<file path="src/rtl/reg_interface_burst.sv">
// reg_interface_burst: packet controller between the SPI word stream and the register bank / model BRAM.
// Latency: strobes, cfg_done, cfg_error and busy are registered, one cycle after the causing rx_valid.
// Backpressure: none; every rx_valid word is consumed on arrival, truncated frames raise sticky cfg_error.
module reg_interface_burst #(
    parameter int                 DATA_W          = 16,
    parameter int                 ADDR_W          = 8,
    parameter int                 BURST_W         = 7,
    parameter logic [DATA_W-1:0]  START_HEADER    = 16'hA55A,
    parameter logic [ADDR_W-1:0]  MODEL_DATA_ADDR = 8'hFF,
    parameter int                 BRAM_ADDR_W     = 10,
    parameter int                 BRAM_DEPTH      = 1024
) (
    input  logic                   clk,
    input  logic                   reset,
    input  logic                   frame_active,
    input  logic                   rx_valid,
    input  logic [DATA_W-1:0]      rx_data,
    output logic                   tx_load,
    output logic [DATA_W-1:0]      tx_data,
    output logic                   reg_wr_en,
    output logic                   reg_rd_en,
    output logic [ADDR_W-1:0]      reg_addr,
    output logic [DATA_W-1:0]      reg_wr_data,
    input  logic [DATA_W-1:0]      reg_rd_data,
    output logic                   bram_wr_en,
    output logic [BRAM_ADDR_W-1:0] bram_addr,
    output logic [DATA_W-1:0]      bram_wr_data,
    output logic                   cfg_done,
    output logic                   cfg_error,
    output logic                   busy
);

    typedef enum logic [2:0] {
        S_IDLE, S_CMD, S_WRITE, S_READ, S_MODEL, S_DONE, S_ERROR
    } state_t;

    localparam logic [BRAM_ADDR_W-1:0] PTR_LAST = BRAM_ADDR_W'(BRAM_DEPTH - 1);

    state_t                 state, state_nxt;
    logic                   fa_q;
    logic                   fa_fall;
    logic [BURST_W:0]       len_q, len_nxt;
    logic [BURST_W:0]       count_q, count_nxt;
    logic [ADDR_W-1:0]      addr_q, addr_nxt;
    logic [BRAM_ADDR_W-1:0] ptr_q, ptr_nxt;
    logic                   reg_wr_en_nxt, reg_rd_en_nxt, bram_wr_en_nxt, err_nxt;
    logic [ADDR_W-1:0]      reg_addr_nxt;
    logic [DATA_W-1:0]      reg_wr_data_nxt, bram_wr_data_nxt;
    logic [BRAM_ADDR_W-1:0] bram_addr_nxt;
    logic [DATA_W-1:0]      tx_hold;

    assign fa_fall = fa_q & ~frame_active;

    // State register plus the packet bookkeeping registers.
    always_ff @(posedge clk) begin
        if (reset) begin
            state   <= S_IDLE;
            fa_q    <= 1'b0;
            len_q   <= '0;
            count_q <= '0;
            addr_q  <= '0;
            ptr_q   <= '0;
        end else begin
            state   <= state_nxt;
            fa_q    <= frame_active;
            len_q   <= len_nxt;
            count_q <= count_nxt;
            addr_q  <= addr_nxt;
            ptr_q   <= ptr_nxt;
        end
    end

    // Next state and next values of every registered output.
    always_comb begin
        state_nxt        = state;
        len_nxt          = len_q;
        count_nxt        = count_q;
        addr_nxt         = addr_q;
        ptr_nxt          = ptr_q;
        reg_wr_en_nxt    = 1'b0;
        reg_rd_en_nxt    = 1'b0;
        bram_wr_en_nxt   = 1'b0;
        reg_addr_nxt     = reg_addr;
        reg_wr_data_nxt  = reg_wr_data;
        bram_addr_nxt    = bram_addr;
        bram_wr_data_nxt = bram_wr_data;
        err_nxt          = cfg_error;

        case (state)
            S_IDLE: begin
                if (rx_valid && rx_data == START_HEADER) begin
                    state_nxt = S_CMD;
                    err_nxt   = 1'b0;
                end
            end
            S_CMD: begin
                if (rx_valid) begin
                    len_nxt   = {1'b0, rx_data[8 +: BURST_W]} + 1'b1;
                    count_nxt = '0;
                    addr_nxt  = rx_data[ADDR_W-1:0];
                    if (rx_data[DATA_W-1]) begin
                        // First read is issued straight away so its data is ready for the next word.
                        state_nxt     = S_READ;
                        reg_rd_en_nxt = 1'b1;
                        reg_addr_nxt  = rx_data[ADDR_W-1:0];
                    end else if (rx_data[ADDR_W-1:0] == MODEL_DATA_ADDR) begin
                        state_nxt = S_MODEL;
                        ptr_nxt   = '0;
                    end else begin
                        state_nxt = S_WRITE;
                    end
                end
            end
            S_WRITE: begin
                if (rx_valid) begin
                    reg_wr_en_nxt   = 1'b1;
                    reg_addr_nxt    = addr_q;
                    reg_wr_data_nxt = rx_data;
                    addr_nxt        = addr_q + 1'b1;
                    count_nxt       = count_q + 1'b1;
                    if (count_nxt == len_q) state_nxt = S_DONE;
                end
            end
            S_READ: begin
                if (rx_valid) begin
                    count_nxt = count_q + 1'b1;
                    if (count_nxt == len_q) begin
                        state_nxt = S_DONE;
                    end else begin
                        addr_nxt      = addr_q + 1'b1;
                        reg_rd_en_nxt = 1'b1;
                        reg_addr_nxt  = addr_q + 1'b1;
                    end
                end
            end
            S_MODEL: begin
                if (rx_valid) begin
                    bram_wr_en_nxt   = 1'b1;
                    bram_addr_nxt    = ptr_q;
                    bram_wr_data_nxt = rx_data;
                    ptr_nxt          = ptr_q + 1'b1;
                    if (ptr_q == PTR_LAST) state_nxt = S_DONE;
                end
            end
            S_DONE:  state_nxt = S_IDLE;
            S_ERROR: state_nxt = S_IDLE;
            default: state_nxt = S_IDLE;
        endcase

        // A word arriving with the frame fall is processed first; only a completing word escapes the error.
        if (fa_fall && (state == S_CMD || state == S_WRITE || state == S_READ || state == S_MODEL)
            && state_nxt != S_DONE) begin
            state_nxt = S_ERROR;
        end
        if (state_nxt == S_ERROR) err_nxt = 1'b1;
    end

    // Registered strobes and status outputs.
    always_ff @(posedge clk) begin
        if (reset) begin
            reg_wr_en    <= 1'b0;
            reg_rd_en    <= 1'b0;
            tx_load      <= 1'b0;
            reg_addr     <= '0;
            reg_wr_data  <= '0;
            bram_wr_en   <= 1'b0;
            bram_addr    <= '0;
            bram_wr_data <= '0;
            cfg_done     <= 1'b0;
            cfg_error    <= 1'b0;
            busy         <= 1'b0;
        end else begin
            reg_wr_en    <= reg_wr_en_nxt;
            reg_rd_en    <= reg_rd_en_nxt;
            tx_load      <= reg_rd_en_nxt;
            reg_addr     <= reg_addr_nxt;
            reg_wr_data  <= reg_wr_data_nxt;
            bram_wr_en   <= bram_wr_en_nxt;
            bram_addr    <= bram_addr_nxt;
            bram_wr_data <= bram_wr_data_nxt;
            cfg_done     <= (state_nxt == S_DONE);
            cfg_error    <= err_nxt;
            busy         <= (state_nxt != S_IDLE);
        end
    end

    // Read data is only valid while reg_rd_en is high, so it passes through during the
    // load cycle and is held afterwards so tx_data stays stable between reads.
    always_ff @(posedge clk) begin
        if (reset) tx_hold <= '0;
        else if (reg_rd_en) tx_hold <= reg_rd_data;
    end

    assign tx_data = reg_rd_en ? reg_rd_data : tx_hold;

endmodule

</file>
<file path="config.mk">
export PLATFORM = sky130hd
export DESIGN_NAME = reg_interface_burst
export DESIGN_NICKNAME = d
export VERILOG_FILES = /design/src/rtl/reg_interface_burst.sv
export SDC_FILE = /design/constraint.sdc
export NUM_CORES = 1
export LEC_CHECK = 0
export BUFFER_PORTS_ARGS = -buffer_cell sky130_fd_sc_hd__buf_2
export CAP_MARGIN = 10
export CORE_ASPECT_RATIO = 0.5
export CORE_MARGIN = 2
export CORE_UTILIZATION = 30
export CTS_CLUSTER_DIAMETER = 150
export DETAILED_ROUTE_END_ITERATION = 6
export PLACE_DENSITY = 0.54
export SYNTH_ARGS = -nofsm -noshare
export SYNTH_HDL_FRONTEND = slang
export SYNTH_SLANG_ARGS = --single-unit
export TNS_END_PERCENT = 30
</file>
<file path="constraint.sdc">
create_clock -name clk -period 2.78 [get_ports clk]
set_input_delay 0.556 -clock clk [delete_from_list [all_inputs] [get_ports clk]]
set_output_delay 0.556 -clock clk [all_outputs]
set_load 0.02 [all_outputs]
</file>
==> results of run 1 <==
-- final cells by class --
class | instances | area (sq um) | area share (%)
Multi-Input combinational cell | 448 | 2580 | 42.8
Sequential cell | 110 | 2200 | 36.4
Timing Repair Buffer | 121 | 638 | 10.6
Tap cell | 227 | 284 | 4.70
Clock buffer | 10 | 229 | 3.79
Clock inverter | 6 | 63.8 | 1.06
Inverter | 11 | 41.3 | 0.683
-- synthesized netlist by cell type, drive strengths merged (2+ instances only) --
master,count,area share (%)
o211ai,11,1.7
nand3,14,1.4
and4,2,0.35
dfxtp,110,44
or3,5,0.63
o31ai,5,0.75
nor3,10,1.0
a22oi,2,0.30
nor3b,3,0.45
mux2,16,3.6
and2,20,2.5
a211oi,8,1.2
mux2i,3,0.60
and3,10,1.3
o21a,2,0.30
nor2,52,3.9
clkbuf,35,2.6
buf,7,0.90
nor2b,4,0.50
xor2,11,1.9
xnor2,19,3.3
nand4,8,1.1
nand2,108,8.1
a31oi,5,0.63
ha,5,1.3
inv,11,0.83
nand2b,3,0.38
o41ai,3,0.53
o21ai,20,2.0
o311ai,2,0.50
a21oi,72,7.2
nor4,7,1.0
-- per-stage QoR --
stage	setup WS [ns]	instances	util (%)
finish	0.409	933	37.0
global route	0.239	933	37.0
CTS	0.437	933	37.0
detailed placement	0.456	917	35.2
global placement	0.535	917	35.2
floorplan	0.654	611	-
-- cell usage in the layout, fill, tap and decap left out, types with 6 or more instances in the layout --
cell	count
dfxtp_1	110
nand2_1	108
buf_2	108
a21oi_1	72
nor2_1	52
and2_1	20
xnor2_1	19
o21ai_0	19
mux2_2	16
nand3_1	14
buf_4	13
inv_1	11
o211ai_1	11
xor2_1	11
nor3_1	10
and3_1	10
clkbuf_16	9
a211oi_1	8
nand4_1	7
nor4_1	6
-- worst max-delay path, stage by stage (launching register included) --
cell and delay [ns]:
dfxtp_1 0.66, nor2_1 0.21, or3b_1 0.54, a21o_1 0.34, or3_1 0.40, a21oi_1 0.14
-- cells by family (layout without fill, tap and decap cells) --
logic type / after synthesis / count (layout) / share of synthesized area [%]
multiplexers: 19 / 19 / 4.20
buffers and inverters: 53 / 148 / 4.35
AND/OR/NAND/NOR: 253 / 253 / 23.8
XOR/XNOR: 30 / 30 / 5.25
adder cells (fa/ha/maj): 5 / 5 / 1.25
flip-flops: 110 / 110 / 44.0
AO/OA/AOI/OAI: 141 / 141 / 17.2
-- registers in the layout, indices dropped and copies added, names as in the netlist --
| register | cells |
|---|---|
| bram_wr_en | 1 |
| cfg_error | 1 |
| count_q | 8 |
| addr_q | 8 |
| reg_rd_en | 1 |
| reg_wr_en | 1 |
| busy | 1 |
| state | 3 |
| tx_hold | 16 |
| fa_q | 1 |
| ptr_q | 10 |
| len_q | 8 |
| bram_wr_data | 16 |
| bram_addr | 10 |
| reg_wr_data | 16 |
| cfg_done | 1 |
| reg_addr | 8 |
-- power breakdown --
group          total, mW  switching [mW]  internal, mW  leakage [nW]
sequential          1.57        0.000177          1.57         0.886
clock               1.28           0.647         0.635         0.140
combinational      0.106          0.0722        0.0335          1.37
total               2.96           0.720          2.24          2.40
-- how the worst min path moves through the flow --
stage | startpoint | end | slack [ns] | cells past startpoint
after floorplan | len_q[7]$_SDFFE_PP0P_ | len_q[7]$_SDFFE_PP0P_ | 0.44 | 2
after global placement | bram_wr_data[2]$_SDFFE_PP0P_ | bram_wr_data[2]$_SDFFE_PP0P_ | 0.44 | 2
after detailed placement | bram_wr_data[7]$_SDFFE_PP0P_ | bram_wr_data[7]$_SDFFE_PP0P_ | 0.44 | 2
after CTS | frame_active | fa_q$_SDFF_PP0_ | 0.43 | 2
after global routing | frame_active | fa_q$_SDFF_PP0_ | 0.44 | 2
final | frame_active | fa_q$_SDFF_PP0_ | 0.45 | 2
-- routing by layer --
metal,vias to the layer above,GRT usage (%),share of wire [%]
li1,2301,-,-
met3,9,3.83,5.2
met4,0,3.97,0.98
met2,101,23.9,43
met5,-,0,0
met1,2058,21.5,50
==> summary.txt, run 1 <==
Clock tree
  – CTS clk-pin slew, worst paths: around 0.07 ns
  – Longest Clk Path Bufs: 2
  – Clk sinks: 110
  – Root buf cell: clkbuf_16
  – CTS tree: yes
  – CTS Buf Count: 9
  – Number of post-CTS setup repair buffers: 0
  – Cts hold-fix bufs: 0
  – H-tree levels: 3
  – Post-cts sizing count: 0
  – Clock latency on the worst-skew pair: about 0.36 ns

STA
  – Hold_ws: about 0.45 ns
  – Final Cycle Share: roughly 85%
  – Min Tclk post-route: 2.37 ns
  – Worst Skew: roughly 0.014 ns
  – Final hold vios: 0
  – Slew Limit Fails: 0
  – Setup TNS: 0 ns
  – Slew HR: between 30% and 40%
  – Setup-failing EPs final: 0
  – RSZ-0062 raised after global routing: false
  – Worst-margin pin slew: approximately 0.9 ns
  – F_max: roughly 420 MHz

Final layout
  – Share of cells above drive strength 1: between 20 and 25%
  – Antenna Cells: 0
  – Nets: 742
  – Finished Cell Area: between 6000 and 7000 sq um
  – Number of fill cells: between 1,500 and 2,000
  – P&R area growth vs syn: 20.8%

Yosys
  – Post-Syn Nets: approximately 650
  – Main synth FF type: dfxtp_1
  – Synth warnings: 0
  – Seq/Total Area, Yosys: 44.0%
  – Ys async rst share: 0%
  – Mapped cell area: around 5000 sq um
  – Netlist cell types: 57
  – EDFF count, synth: 0
  – Yosys reg bits: 110
  – Synthesized area per cell: roughly 8.2 sq um
  – Post-synthesis cell count: 611

Setup path
  – CP Class: flop to flop
  – Critical Path AT: ~2.7 ns
  – Startpoint Class: flop
  – FF-to-FF path depth: 5
  – Worst setup EP type: flop
  – Reg2reg setup slack: about 0.41 ns
  – Crit path launch: state[0]$_SDFF_PP0_
  – Critical Path End: reg_addr[0]$_SDFFE_PP0P_
  – Crit path max fanout: 14
  – WP data required: between 3 and 4 ns
  – Reg2Reg Capture Point: reg_addr[0]$_SDFFE_PP0P_
  – R2R Path Start: state[0]$_SDFF_PP0_

Global route
  – GRT Overall Usage: roughly 15%
  – Vias in the first global route: just over 4,000
  – Largest net degree at the start of global routing: between 80 and 90
  – First-pass GRT wire length: 21,700 um
  – Initial antenna violation count: 0
  – Grt total ovfl: 0

Pwr
  – Peak supply drop: 0.377 mV
  – Final Power: ~3.0 mW
  – Cell leakage power: roughly 2.4 nW
  – Pwr dens: 490 nW/um^2

Run
  – Max-cap violations: 0

Floorplanning
  – Core area: about 16,000 sq um
  – DIE AREA: approximately 18,000 sq um
  – Die H: ~95 um
  – Die span in x: between 150 and 200 um
  – Starting density of the core: between 30% and 40%
  – I/O Pins: between 100 and 150
  – Placement row count: 33

Route
  – First DRT Iteration DRCs: 287
  – WL/cell: roughly 14 um
  – Total vias in the final route: roughly 4,500
  – DRC: 0
  – Vias per inst: 4.79
  – Routed Antenna Nets: 0
  – Iteration count of the initial detailed-routing pass: 5
  – Post-Route WL: 13,500 um

Hold path
  – HP Class: input pin to flop

Placed design
  – Area after DPL: about 5800 sq um
  – Hpwl dp: between 9000 and 10,000 um
  – IO Port Bufs: between 100 and 150
  – RePlAce Congestion: 0.839

Outcome
  – Status: finished clean
Note: power is estimated with default switching activity, not from simulation.
==> run 2, diff against run 1 <==
--- a/config.mk
+++ b/config.mk
@@ -9,10 +9,11 @@
 export CAP_MARGIN = 10
 export CORE_ASPECT_RATIO = 0.5
 export CORE_MARGIN = 2
-export CORE_UTILIZATION = 30
+export CORE_UTILIZATION = 50
 export CTS_CLUSTER_DIAMETER = 150
 export DETAILED_ROUTE_END_ITERATION = 6
-export PLACE_DENSITY = 0.54
+export PLACE_DENSITY = 0.79
+export SKIP_CTS_REPAIR_TIMING = 1
 export SYNTH_ARGS = -nofsm -noshare
 export SYNTH_HDL_FRONTEND = slang
 export SYNTH_SLANG_ARGS = --single-unit
==> run 2 against run 1 <==
Compared with the run above:
- total power is 1.1% higher
- cell area is 2.0% lower
- worst setup slack worse by 0.062 ns
- wire length is 9.0% lower
- non-clock buffer count is 2 lower
- critical path depth is 2 higher
- worst hold slack worse by 0.0090 ns
- largest power group unchanged
==> summary.txt, run 2 (synthesis results as in run 1) <==
Outcome
  – Status: finished clean

Final layout
  – Sequential Area: 2200 sq um (unchanged)
  – Share of cells above drive strength 1: 22.0% (-0.22 points)
  – Biggest regs: bram_wr_data (16), reg_wr_data (16), tx_hold (16)
  – Multi-input logic area: 2580 sq um (unchanged)
  – Most frequent cells in the layout: 110 x dfxtp_1, 108 x nand2_1, 108 x buf_2, 72 x a21oi_1, 52 x nor2_1
  – Nets: 740 (-0.27%)
  – Final std cells w/o fill: 839 (-10%)
  – Number of fill cells: 856 (-51%)
  – Antenna Cells: 0 (unchanged)
  – Commonest non-fill, non-tap cell in the layout: dfxtp_1
  – P&R area growth vs syn: 18.4%

Setup path
  – CP Cell Sequence: ha_1 -> xor2_1 -> o22ai_1 -> o21ai_0 -> o211ai_1 -> or3_1 -> and3_1
  – Worst path buffer plus inverter count: 0 (unchanged)
  – CP Class: flop to flop
  – Slowest cell on crit path: dfxtp_1
  – Startpoint Class: flop
  – Crit path max fanout: 7 (-7)
  – Crit path max-delay family: compound AO/OA/AOI/OAI gates
  – Crit path launch: count_q[0]$_SDFFE_PP0P_
  – WP data required: 3.02 ns (-0.03 ns)
  – Slowest Stage Delay on Critical Path: 0.44 ns (-0.22 ns)
  – R2R Path Start: count_q[0]$_SDFFE_PP0P_
  – Worst setup EP type: flop
  – Critical Path AT: 2.68 ns (+0.03 ns)

Placed design
  – IO Port Bufs: 108 (unchanged)
  – Dpl ws: 0.442 ns (-0.0140 ns)
  – Hpwl dp: 8530 um (-9.5%)
  – RePlAce Congestion: 0.893 (+6.4%)
  – Placed cells: 823 (-10%)

STA
  – Slew Limit Fails: 0 (unchanged)
  – Post-route setup slack: 0.347 ns (-0.0620 ns)
  – Slew HR: 45.5% (+5.6 points)
  – Min Tclk post-route: 2.43 ns (+0.0620 ns)
  – RSZ-0062 raised after global routing: false
  – Worst Skew: 0.00844 ns (-0.00551 ns)
  – Final hold vios: 0 (unchanged)
  – Setup-failing EPs final: 0 (unchanged)
  – Final Cycle Share: 87.5% (+2.2 points)
  – F_max: 411 MHz (-2.5%)
  – Setup TNS: 0 ns (unchanged)
  – Worst-margin pin slew: 0.818 ns (-0.0835 ns)

Floorplanning
  – DIE AREA: 10,900 sq um (-39%)
  – Die H: 74.7 um (-22%)
  – Core area: 9570 sq um (-41%)
  – I/O Pins: 109 (unchanged)
  – Starting density of the core: 52.3% (+22 points)
  – Die span in x: 145 um (-22%)
  – Placement row count: 25 (-24%)

Pwr
  – Sw Pwr: 0.671 mW (-6.7%)
  – Cell leakage power: 2.40 nW (about the same)
  – Sw Share: 22.4% (-1.9 points)
  – Flop pwr share: 52.6% (-0.6 points)
  – Pwr dens: 505 nW/um^2 (+3.1%)
  – Clock Power Share: 44.0% (+0.7 points)
  – Peak supply drop: 0.321 mV (-15%)
  – Comb pwr share: 3.4% (-0.2 points)
  – P_int: 2.32 mW (+3.6%)

Global route
  – Vias in the first global route: 4,091 (+0.66%)
  – Grt total ovfl: 0 (unchanged)
  – Met3 Use GR: 6.97% (+3.1 points)
  – Initial antenna violation count: 0 (unchanged)
  – GRT Max-Usage Layer: met2
  – First-pass GRT wire length: 19,900 um (-8.2%)
  – Met2 Resource Use GR: 36.9% (+13 points)
  – GRT Overall Usage: 22.5% (+7.1 points)
  – Largest net degree at the start of global routing: 82 (unchanged)
  – GR Util met1: 29.7% (+8.3 points)

Route
  – Post-Route WL: 12,300 um (-9.0%)
  – First DRT Iteration DRCs: 384 (+34%)
  – Iteration count of the initial detailed-routing pass: 5 (unchanged)
  – DRC: 0 (unchanged)
  – Total vias in the final route: 4,560 (+2.0%)
  – WL/cell: 14.6 um (+1.2%)
  – Vias per inst: 5.44 (+13%)
  – Routed Antenna Nets: 0 (unchanged)

Run
  – Max-cap violations: 0 (unchanged)

Hold path
  – Hold path startpoint: frame_active
  – HP Class: input pin to flop

Clock tree
  – Clk sinks: 110 (unchanged)
  – Root buf cell: clkbuf_16
  – CTS Buf Count: 9 (unchanged)
  – H-tree levels: 3 (unchanged)
  – CTS clk-pin slew, worst paths: 0.07 ns (about the same)
  – Clock latency on the worst-skew pair: 0.34 ns (-0.02 ns)
  – CTS tree: yes
  – Longest Clk Path Bufs: 2 (unchanged)
run 2: changes by cell type in the layout (fill, tap and decap cells not counted):
cell / previous run / this run
bufinv_16: 0 / 1
buf_4: 13 / 11
clkinv_2: 0 / 1
clkinv_8: 1 / 0
clkinvlp_4: 1 / 0
run 2: area by class of cell:
type	count	share of cell area (%)
Multi-Input combinational cell	448	43.6
Sequential cell	110	37.2
Timing Repair Buffer	119	10.5
Clock buffer	10	3.86
Tap cell	135	2.85
Clock inverter	6	1.27
Inverter	11	0.697
run 2: per-layer routing:
layer | wire (um) | up-vias
li1 | - | 2291
met5 | 0 | -
met4 | 124 | 0
met2 | 5390 | 167
met3 | 946 | 12
met1 | 5800 | 2090
run 2: worst paths after layout:
kind                                                      to  slack (ns)  cells after the start
worst max-delay path                     state[1]$_SDFF_PP0_        0.35                      7
worst min-delay path                         fa_q$_SDFF_PP0_        0.44                      2
worst max register to register           state[1]$_SDFF_PP0_        0.35                      7
worst min register to register  reg_wr_data[14]$_SDFFE_PP0P_        0.45                      2
run 2: metrics by stage:
stage	instance area [sq um]	total power [mW]	utilization, %	hold slack, ns
finish	5920	2.99	61.9	0.438
global route	5920	3.09	61.9	0.449
CTS	5920	3.02	61.9	0.439
detailed placement	5620	1.71	58.7	0.443
global placement	5620	1.71	58.7	0.441
floorplan	5000	1.66	-	0.443
run 2: power by group through the flow:
stage               registers, mW  logic, mW  clock network, mW
finish                       1.57      0.101               1.32
global route                 1.57      0.110               1.41
CTS                          1.57     0.0997               1.34
floorplan                    1.61     0.0458                  0
global placement             1.61     0.0982                  0
detailed placement           1.61     0.0991                  0
